===== src/rtl/pc_pkg.sv =====
// Shared types and constants for the program-counter generator.
// States, the fetch increment and the instruction-alignment mask.
package pc_pkg;

    typedef enum logic [1:0] {
        PC_BOOT,
        PC_RUN,
        PC_HALT
    } pc_state_e;

    localparam int unsigned PC_INC = 4;

    // Without the C extension every fetch target must be word aligned.
    localparam logic [1:0] PC_ALIGN_MASK = 2'b11;

endpackage


===== src/rtl/pc_ras.sv =====
// Circular return-address stack: push overwrites the oldest entry when full,
// pop when empty is ignored, push+pop together replaces the top entry.
module pc_ras #(
    parameter int XLEN      = 32,
    parameter int RAS_DEPTH = 4
) (
    input  logic            clk_i,
    input  logic            nrst_i,
    input  logic            push,
    input  logic            pop,
    input  logic [XLEN-1:0] push_pc,
    output logic            valid,
    output logic [XLEN-1:0] top_pc
);

    localparam int PW = $clog2(RAS_DEPTH);
    localparam int CW = $clog2(RAS_DEPTH + 1);

    logic [XLEN-1:0] stack [RAS_DEPTH];
    logic [PW-1:0]   top;
    logic [CW-1:0]   count;
    logic [PW-1:0]   top_up;

    assign top_up = top + PW'(1);

    always_ff @(posedge clk_i or negedge nrst_i) begin
        if (!nrst_i) begin
            for (int i = 0; i < RAS_DEPTH; i++) begin
                stack[i] <= '0;
            end
            top   <= '0;
            count <= '0;
        end else if (push && pop && count != '0) begin
            stack[top] <= push_pc;
        end else if (push) begin
            // Pointer wraps naturally because RAS_DEPTH is a power of two.
            top           <= top_up;
            stack[top_up] <= push_pc;
            if (count != CW'(RAS_DEPTH)) begin
                count <= count + CW'(1);
            end
        end else if (pop && count != '0) begin
            top   <= top - PW'(1);
            count <= count - CW'(1);
        end
    end

    assign valid  = (count != '0);
    assign top_pc = valid ? stack[top] : '0;

endmodule


===== src/rtl/pc_gen.sv =====
// Next-PC unit at the head of fetch: boot, stall, redirect, trap, halt and
// misaligned-target handling. Optional return-address stack under PC_RAS_EN.
module pc_gen
    import pc_pkg::*;
#(
    parameter int              XLEN      = 32,
    parameter logic [XLEN-1:0] RESET_VEC = '0,
    parameter int              RAS_DEPTH = 4
) (
    input  logic            clk_i,
    input  logic            nrst_i,
    input  logic            stall_i,
    input  logic            halt_i,
    input  logic            redirect_valid_i,
    input  logic [XLEN-1:0] redirect_pc_i,
    input  logic            trap_i,
    input  logic [XLEN-1:0] trap_vec_i,
    input  logic            call_i,
    input  logic            ret_i,
    output logic [XLEN-1:0] pc_o,
    output logic [XLEN-1:0] pc_next_o,
    output logic            fetch_valid_o,
    output logic            misaligned_o,
    output logic            ras_valid_o,
    output logic [XLEN-1:0] ras_pc_o
);

    pc_state_e       state, state_next;
    logic [XLEN-1:0] pc_q, pc_next;
    logic            mis_q, mis_next;
    logic            target_misaligned;
    logic [XLEN-1:0] redirect_target;
    logic [XLEN-1:0] pc_inc;

    // A misaligned redirect becomes a trap entry instead of a silent truncation.
    assign target_misaligned = (redirect_pc_i[1:0] & PC_ALIGN_MASK) != 2'b00;
    assign redirect_target   = target_misaligned ? trap_vec_i : redirect_pc_i;
    assign pc_inc            = pc_q + XLEN'(PC_INC);

    always_comb begin
        state_next = state;
        pc_next    = pc_q;
        mis_next   = 1'b0;
        case (state)
            PC_BOOT: begin
                state_next = PC_RUN;
            end
            PC_RUN: begin
                if (trap_i) begin
                    pc_next = trap_vec_i;
                end else if (redirect_valid_i) begin
                    pc_next  = redirect_target;
                    mis_next = target_misaligned;
                end else if (halt_i) begin
                    state_next = PC_HALT;
                end else if (!stall_i) begin
                    pc_next = pc_inc;
                end
            end
            PC_HALT: begin
                if (trap_i) begin
                    pc_next    = trap_vec_i;
                    state_next = PC_RUN;
                end else if (redirect_valid_i) begin
                    pc_next    = redirect_target;
                    mis_next   = target_misaligned;
                    state_next = PC_RUN;
                end
            end
            default: begin
                state_next = PC_BOOT;
                pc_next    = RESET_VEC;
            end
        endcase
    end

    always_ff @(posedge clk_i or negedge nrst_i) begin
        if (!nrst_i) begin
            state <= PC_BOOT;
            pc_q  <= RESET_VEC;
            mis_q <= 1'b0;
        end else begin
            state <= state_next;
            pc_q  <= pc_next;
            mis_q <= mis_next;
        end
    end

    assign pc_o          = pc_q;
    assign pc_next_o     = pc_next;
    assign fetch_valid_o = (state == PC_RUN);
    assign misaligned_o  = mis_q;

`ifdef PC_RAS_EN
    logic ras_push, ras_pop;

    // Call/return hints only count while fetching and not back-pressured.
    assign ras_push = (state == PC_RUN) && !stall_i && call_i;
    assign ras_pop  = (state == PC_RUN) && !stall_i && ret_i;

    pc_ras #(
        .XLEN      (XLEN),
        .RAS_DEPTH (RAS_DEPTH)
    ) u_ras (
        .clk_i   (clk_i),
        .nrst_i  (nrst_i),
        .push    (ras_push),
        .pop     (ras_pop),
        .push_pc (pc_inc),
        .valid   (ras_valid_o),
        .top_pc  (ras_pc_o)
    );
`else
    logic ras_unused;

    assign ras_unused  = call_i ^ ret_i;
    assign ras_valid_o = 1'b0;
    assign ras_pc_o    = '0;
`endif

endmodule

===== config.mk =====
export PLATFORM = sky130hd
export DESIGN_NAME = pc_gen
export DESIGN_NICKNAME = d
export VERILOG_FILES = /design/src/rtl/pc_pkg.sv /design/src/rtl/pc_ras.sv /design/src/rtl/pc_gen.sv
export SDC_FILE = /design/constraint.sdc
export NUM_CORES = 1
export LEC_CHECK = 0
export ABC_AREA = 1
export CAP_MARGIN = 15
export CORE_MARGIN = 4
export CORE_UTILIZATION = 60
export DETAILED_ROUTE_END_ITERATION = 12
export DONT_BUFFER_PORTS = 1
export PLACE_DENSITY = 0.85
export SLEW_MARGIN = 20
export SYNTH_ARGS = -nofsm -noshare
export SYNTH_HDL_FRONTEND = slang
export SYNTH_SLANG_ARGS = --single-unit

===== constraint.sdc =====
create_clock -name clk_i -period 2.3 [get_ports clk_i]
set_input_delay 0.345 -clock clk_i [delete_from_list [all_inputs] [get_ports clk_i]]
set_output_delay 0.345 -clock clk_i [all_outputs]
set_load 0.05 [all_outputs]

==> results of run 1 <==
Yosys cell counts (3+ instances only):
cell / number
ha_1: 5
o31ai_1: 5
buf_4: 34
nand2_1: 124
o22ai_1: 14
nand4_1: 12
o21ai_1: 6
nand3_1: 37
dfrtp_1: 35
o221ai_1: 6
nor2_2: 3
nor2_4: 4
nand2_2: 3
a21oi_1: 29
nand3_2: 3
o21ai_0: 30
buf_2: 8
inv_1: 55
nor3_1: 11
inv_2: 8
clkbuf_1: 8
o211ai_1: 6
buf_1: 3
o221a_2: 6
nor2_1: 47
metrics by stage:
stage          instance area, um^2  hold slack (ns)  setup TNS [ns]  setup slack (ns)
2_1_floorplan                 3860          0.04941        -0.07674          -0.07674
3_3_place_gp                  4190          0.05042               0           0.08202
3_5_place_dp                  4190          0.05077        -0.01293          -0.01293
4_1_cts                       4877           0.3537          -1.695           -0.1343
repair_timing:
| action | in CTS |
|---|---|
| pin swaps | 34 |
| setup endpoints to repair | 29 |
| endpoints found under the hold margin | 35 |
| gates resized for setup | 78 |
| hold buffers | 2 |
| buffers inserted | 32 |
kinds of logic after synthesis:
| group | synth area share, % |
|---|---|
| AND/OR/NAND/NOR | 34.11 |
| flip-flops | 25.62 |
| buffers and inverters | 17.02 |
| AO/OA/AOI/OAI | 21.30 |
| other | 0.1097 |
| adder cells (fa/ha/maj) | 1.830 |
==> key figures, run 1 <==
Place
  – Placed Cells: ~640
  – Final Wtd Congestion: between 1 and 1.5
  – Dpl hpwl: about 9.3 mm
  – # port buffers: 0

CTS
  – CTS sink cnt: 35
  – Clk root buf: clkbuf_8
  – Clock buffers created by TritonCTS: 5
  – H-tree Lvls: 2
  – Clk buf depth: 2

Synth
  – Flops & latches, synth: 35
  – Register area share after synthesis: about a quarter
  – Syn avg cell area: 6.462 um^2
  – Mapped cell area: 0.003418 mm^2
  – Top cell type by total area after synthesis: dfrtp_1
  – Primary FF master, synth: dfrtp_1
  – Netlist cell types: between 40 and 50
  – Mapped Cells: approximately 530
  – Ys Warns: 0
  – Ys async rst share: 100.0%
  – Synth top area share: 25.62%
  – Area contributors post-synth: dfrtp_1 (26%), nand2_1 (14%), buf_4 (7.5%)
  – Post-synth EDFFs: 0

Run status
  – Status: did not finish
  – Last stage reached: 5_1_grt
  – Run Error: [ERROR DPL-0038] Utilization greater than 100%, impossible to legalize

Floorplan
  – Die Span X: 83.48 um
  – Ports: 171
  – Initial Util: 62.08%
  – DIE HEIGHT: between 80 and 90 um
  – Row count: 27

Timing
  – Worst setup endpoint GRT: pc_next_o[12]
  – Worst endpoint type: output port

Global route
  – Largest net degree at the start of global routing: 36
==> run 2, diff against run 1 <==
Settings changed: CORE_UTILIZATION 60 to 40, PLACE_DENSITY 0.85 to not set, PLACE_DENSITY_LB_ADDON set to 0.15.
==> run 2 against run 1 <==
  * The flow now finishes, with violations (negative setup slack)
  * Synthesized cell count unchanged
  * Area after synthesis unchanged
==> key figures, run 2 <==
Global route
  – GR Layer Usage met3: under 10%
  – Antenna violations before repair: 0
  – GR Overflow Total: 0
  – Vias in the first global route: between 4000 and 5000
  – GRT Max-Usage Layer: met2
  – Largest net degree at the start of global routing: 36
  – GRT Total Usage: between 20 and 30%
  – Met1 Usage GRT: 34.72%
  – First-pass GRT wire length: approximately 21 mm
  – Met2 GRT Util: 45.36%

Layout
  – Util after Layout: about two thirds
  – Design area: about 0.0057 mm^2
  – Commonest non-fill, non-tap cell in the layout: nand2_1
  – Commonest non-fill, non-tap cells in the layout: nand2_1 (96), buf_4 (85), inv_1 (48)
  – Final cell count without fillers: 750
  – P&R area growth vs syn: 65.45%
  – Share of layout cells above drive strength 1: about 45%
  – Max reg flops: 32
  – # nets final: between 700 and 800
  – N_diodes: 0

Timing
  – Tmin final: 2.492 ns
  – Setup violations, final: 30
  – Post-route setup slack: -0.1918 ns
  – Post-Route Skew: 0.01392 ns
  – Hold Violations, Final: 0
  – Slew HR: 56.15%
  – Final Max Tran Viols: 0
  – F_max: ~400 MHz
  – TNS Setup: -3.043 ns
  – Min Hold Slack: 0.3655 ns
  – RSZ-0062 raised after global routing: true
  – Period utilisation layout: 108.3%
  – Slew @ Worst Pin: around 0.66 ns

Synth
  – Primary FF master, synth: dfrtp_1
  – Area contributors post-synth: dfrtp_1 (26%), nand2_1 (14%), buf_4 (7.5%)
  – Syn avg cell area: 6.462 um^2 (unchanged)
  – Post-Synth Adder-Cell Area: 1.830% (unchanged)
  – Top-count cell post-synth: nand2_1
  – XOR/XNOR Fraction of Synth Area: 0% (unchanged)
  – Post-synth EDFFs: 0 (unchanged)
  – Synth top area share: 25.62% (unchanged)
  – Complex-gate fraction of the synthesized area: 21.30% (unchanged)
  – Register area share after synthesis: 25.62% (unchanged)
  – Netlist cell types: 44 (unchanged)
  – Flops & latches, synth: 35 (unchanged)
  – Post-synthesis mux area share: 0% (unchanged)
  – Ys async rst share: 100.0% (unchanged)
  – Post-synth top cells: nand2_1 (124), inv_1 (55), nor2_1 (47)
  – Largest family of logic cells by synthesized area: simple AND/OR/NAND/NOR gates
  – Simple-gate share of the synthesized area: 34.11% (unchanged)
  – Ys Warns: 0 (unchanged)
  – Mapped cell area: 0.003418 mm^2 (unchanged)
  – Mapped Cells: 529 (unchanged)
  – Top cell type by total area after synthesis: dfrtp_1

Pwr
  – Combinational group share of total power: between 80% and 90%
  – Psw: around 5.6 mW
  – P_leak: between 2 and 3 nW
  – Tot Pwr: around 9.6 mW
  – Pwr dens: 1704 mW/mm^2
  – Sw Share: between 50% and 60%
  – Sequential Power Share: about an eighth
  – VDD IR-drop max: 1.018 mV
  – Internal: roughly 4.0 mW
  – Clock share of power: roughly 4.9%

Worst setup path
  – Crit path from: state[1]$_DFFE_PN0P_
  – CP Max Fanout: 6
  – WP buf/inv: 3
  – R2r startpoint: state[0]$_DFFE_PN0P_
  – Critical path type: flip-flop to output port
  – Worst EP arrival: approximately 2.2 ns
  – CP Capture Type: output port
  – Crit start category: flip-flop
  – Slowest cell on crit path: dfrtp_1
  – CP top delay family: simple AND/OR/NAND/NOR gates
  – CP max stage delay: around 0.42 ns
  – Cell Chain, Critical Path: inv_2 > ha_4 > buf_6 > nand2_8 > nor2_4 > nand2_2 > nor3_2 > nor2_1 > o21ai_1 > nand2_1 > a21oi_4 > buf_12
  – WP data required: between 1.5 and 2 ns

Run status
  – Failing checks: negative setup slack
  – Status: finished, violations left

Floorplan
  – Initial Util: 41.39% (-21 points)
  – DIE HEIGHT: 100.4 um (+20%)
  – Die Span X: 100.4 um (+20%)
  – Area of the core: 0.008258 mm^2
  – Row count: 33 (+22%)
  – Ports: 171 (unchanged)
  – Die area: slightly above 0.01 mm^2

CTS
  – Clk buf depth: 2 (unchanged)
  – Clk pin slew, worst setup/hold paths: roughly 0.08 ns
  – Clock buffers created by TritonCTS: 5 (unchanged)
  – CTS sink cnt: 35 (unchanged)
  – Worst skew pair latency: roughly 0.30 ns
  – CTS tree: done
  – H-tree Lvls: 2 (unchanged)
  – Clk root buf: clkbuf_8

Drt
  – Routed wire per std cell: between 15 and 20 um
  – Routed WL: ~15 mm
  – First-pass iteration count of the detailed router: 5
  – Starting DRC count in detailed routing: roughly 280
  – Via count: ~4300
  – Post-route ant nets: 0
  – # DRC: 0
  – Via-to-Cell Ratio: approximately 5.8

Place
  – Final Wtd Congestion: 0.9145 (-10%)
  – # port buffers: 0 (unchanged)
  – Dpl hpwl: 10.03 mm (+8.0%)
  – Post-DP Area: 0.004472 mm^2 (+6.7%)
  – Pre-CTS WS: -0.05035 ns (-0.03742 ns)
  – Placed Cells: 693 (+7.8%)

Worst hold path
  – Min-delay src: trap_i
  – Class of the worst hold path: primary input to flip-flop

Job
  – Max_cap viols: 0
[run 2: timing repair]
item / CTS / global route
endpoints found under the hold margin: 35 / 0
hold buffers: 2 / 0
resized for setup: 104 / 64
setup endpoints to repair: 32 / 32
setup buffers: 23 / 23
pin swaps: 43 / 59
cloned: 1 / 1
[run 2: worst min-delay path, delay by kind of cell]
kind	cells	cell delay (ns)
simple gates	3	0.28
[run 2: final cells by class]
cell class              count  area [um^2]
clock buffers               7        76.32
clock inverters             1        5.005
fillers                   666         2603
inverters                  65        275.3
multi-input cells         408         2903
flip-flops and latches     35        888.4
well taps                 105        131.4
repair buffers            129         1376
[run 2: power groups by stage]
| stage | clock network, mW | logic (mW) | registers, mW |
|---|---|---|---|
| global route | 0.508 | 8.21 | 1.31 |
| floorplan | 0 | 3.60 | 2.02 |
| CTS | 0.478 | 7.20 | 1.26 |
| global placement | 0 | 6.37 | 1.27 |
| finish | 0.475 | 7.88 | 1.28 |
| detailed placement | 0 | 6.42 | 1.27 |
[run 2: cells by family (layout without fill, tap and decap cells)]
logic type               after synthesis  after routing
AND/OR/NAND/NOR                      254            254
AO/OA/AOI/OAI                        116            116
adder cells (fa/ha/maj)                5              5
flip-flops                            35             35
buffers and inverters                118            202
other                                  1             33
[run 2: path summary, 6_finish.rpt]
kind	endpoint	slack (ns)	depth (start not counted)
setup / recovery	pc_next_o[19]	-0.19	12
hold / removal	misaligned_o$_DFF_PN0_	0.37	3
setup reg to reg	pc_o[5]$_DFF_PN0_	0.31	8
hold reg to reg	state[1]$_DFFE_PN0P_	0.58	2
max in group asynchronous	pc_o[12]$_DFF_PN0_	1.58	2
min in group asynchronous	pc_o[4]$_DFF_PN0_	0.49	2
[run 2: layer usage]
metal	share of wire [%]	wire length, um	vias to the layer above
met5	0	0	-
met4	3.0	442	0
met3	8.9	1326	45
met2	48	7147	265
met1	40	5974	2059
li1	-	-	1947
No activity file was read; power rests on OpenSTA's default activity.
==> run 3, diff against run 2 <==
Settings changed: REMOVE_ABC_BUFFERS set to 1.
==> run 3 against run 2 <==
  * The flow still finishes with violations (negative setup slack)
  * Fmax shrank 1.6%
  * Critical path depth unchanged
  * Power is 4.5% lower
  * Critical path type unchanged
==> key figures, run 3 (synthesis results as in run 2) <==
Drt
  – Met1 wire length: 5.826 mm (-2.5%)
  – Via-to-Cell Ratio: 5.485 (-4.7%)
  – Via count: 4256 (-1.4%)
  – Uppermost routed layer: met4
  – First-pass iteration count of the detailed router: 5 (unchanged)
  – Routed WL: 14.33 mm (-3.8%)
  – Post-route ant nets: 0 (unchanged)
  – Starting DRC count in detailed routing: 253 (-8.0%)
  – Met2 wire length: 6.759 mm (-5.4%)
  – Met3 wire len: 1.325 mm (about the same)
  – # DRC: 0 (unchanged)
  – Routed wire per std cell: 18.47 um (-7.0%)

Pwr
  – VDD IR-drop max: 0.8255 mV (-19%)
  – P_leak: 2.579 nW (+2.7%)
  – Pwr dens: 1669 mW/mm^2 (-2.1%)
  – Tot Pwr: 9.203 mW (-4.5%)

Timing
  – Post-Route Skew: 0.008017 ns (-0.005899 ns)
  – TNS Setup: -3.274 ns (-0.2303 ns)
  – Post-route setup slack: -0.2334 ns (-0.04166 ns)
  – Slew @ Worst Pin: 0.6321 ns (-0.02562 ns)
  – Hold Violations, Final: 0 (unchanged)
  – Final Max Tran Viols: 0 (unchanged)
  – Tmin final: 2.533 ns (+0.04166 ns)
  – Period utilisation layout: 110.1% (+1.8 points)
  – Min Hold Slack: 0.3495 ns (-0.01598 ns)
  – Setup violations, final: 28 (-6.7%)
  – Slew HR: 57.72% (+1.6 points)
  – RSZ-0062 raised after global routing: true
  – F_max: 394.7 MHz (-1.6%)

CTS
  – Clock buffers created by TritonCTS: 5 (unchanged)
  – Clk buf depth: 2 (unchanged)
  – H-tree Lvls: 2 (unchanged)
  – CTS tree: done
  – Clk root buf: clkbuf_8
  – CTS sink cnt: 35 (unchanged)
  – Worst skew pair latency: 0.31 ns (about the same)
  – Clk pin slew, worst setup/hold paths: 0.08 ns (about the same)

Worst hold path
  – Class of the worst hold path: primary input to flip-flop
  – Sink of the worst hold path: misaligned_o$_DFF_PN0_
  – Hold Path Depth: 3 (unchanged)
  – Min-delay src: trap_i

Worst setup path
  – Crit start category: flip-flop
  – WP data required: 1.96 ns (about the same)
  – Critical path type: flip-flop to output port
  – R2R Path End: pc_o[24]$_DFF_PN0_
  – Register-to-Register Path Depth: 12 (+4)
  – R2r startpoint: pc_o[6]$_DFF_PN0_
  – CP Max Fanout: 5 (-1)
  – R2r setup slk: 0.30 ns (about the same)
  – Worst EP arrival: 2.19 ns (+0.04 ns)
  – CP Capture Type: output port

Global route
  – Antenna violations before repair: 0 (unchanged)
  – First-pass GRT wire length: 20.95 mm (-1.9%)
  – GR Overflow Total: 0 (unchanged)
  – Largest net degree at the start of global routing: 36 (unchanged)
  – GRT Total Usage: 26.38% (-0.58 points)
  – Vias in the first global route: 4088 (+2.0%)

Run status
  – Status: finished, violations left
  – Failing checks: negative setup slack

Place
  – Dpl hpwl: 10.09 mm (+0.56%)
  – Final Wtd Congestion: 0.9522 (+4.1%)
  – Placed Cells: 725 (+4.6%)
  – Post-DP Area: 0.004242 mm^2 (-5.1%)
  – # port buffers: 0 (unchanged)

Layout
  – Seq. cell area: 879.6 um^2 (-0.99%)
  – Commonest non-fill, non-tap cells in the layout: nand2_1 (103), buf_4 (100), inv_1 (47)
  – Area of the multi-input gates: 0.002694 mm^2 (-7.2%)
  – Fillers: 691 (+3.8%)
  – Share of layout cells above drive strength 1: 44.86% (-0.10 points)
  – # nets final: 748 (+3.7%)
  – Design area: 0.005515 mm^2 (-2.5%)
  – Commonest non-fill, non-tap cell in the layout: nand2_1
  – P&R area growth vs syn: 61.35%
  – N_diodes: 0 (unchanged)
  – Final cell count without fillers: 776 (+3.5%)
  – Max reg flops: 32 (unchanged)

Floorplan
  – Die area: 0.01009 mm^2 (unchanged)
  – DIE HEIGHT: 100.4 um (unchanged)
  – Row count: 33 (unchanged)
  – Area of the core: 0.008258 mm^2 (unchanged)
  – Die Span X: 100.4 um (unchanged)
  – Ports: 171 (unchanged)
  – Initial Util: 41.39% (unchanged)

Job
  – Max_cap viols: 0 (unchanged)
==> run 3: cell count changes in the layout (fill, tap and decap cells not counted), moves of 15 or more <==
cell	previous run	this run
buf_4	85	100
buf_6	16	46
buf_12	24	7
a21oi_4	21	3
a21oi_2	7	22
==> run 3: per-stage QoR <==
stage	util, %	setup WS (ns)
2_1_floorplan	-	-1.263
3_3_place_gp	51.36	-0.01744
3_5_place_dp	51.36	-0.05258
4_1_cts	59.88	-0.1796
5_1_grt	66.79	-0.3168
6_report	66.79	-0.2334
==> run 3: power breakdown <==
part	switching, mW	internal (mW)
combinational	4.81	2.69
sequential	0.321	0.884
clock	0.256	0.236
total	5.39	3.81
==> run 3: critical path, cell delays in order (launching register included) <==
cell	delay (ns)
dfrtp_1	0.44
buf_6	0.14
nand4_1	0.20
nor2_4	0.26
buf_6	0.13
nand2_4	0.06
o21bai_1	0.15
nand2_1	0.10
nand2_1	0.07
nand2_1	0.04
nand2_1	0.06
a21oi_2	0.06
buf_6	0.16
==> run 3: worst max-delay path by stage <==
stage,slack [ns],start,endpoint
floorplan,-1.26,state[1]$_DFFE_PN0P_,pc_next_o[5]
global placement,-0.02,pc_o[3]$_DFF_PN0_,pc_next_o[15]
detailed placement,-0.05,pc_o[3]$_DFF_PN0_,pc_next_o[15]
CTS,-0.18,pc_o[3]$_DFF_PN0_,pc_next_o[30]
global route,-0.32,pc_o[7]$_DFF_PN0_,pc_next_o[12]
finish,-0.23,pc_o[6]$_DFF_PN0_,pc_next_o[24]
==> run 3: area by class of cell <==
type,instances,share of cell area [%]
clock buffer,6,1.497
timing repair buffer,156,26.27
multi-input combinational,408,48.84
sequential,35,15.95
inverter,65,4.968
tap,105,2.382
clock inverter,1,0.09074
==> run 3: routing by layer <==
metal / global-route usage, % / vias up
li1: - / 2005
met1: 34.52 / 2004
met2: 42.56 / 215
met3: 5.490 / 32
met4: 10.26 / 0
met5: 0 / -
==> run 3: what timing repair did <==
action | CTS | global route
pin swaps | 30 | 53
gates resized for setup | 121 | 94
hold buffers | 2 | 0
endpoints found under the setup margin | 31 | 32
hold endpoints to repair | 35 | 0
buffers inserted | 18 | 24
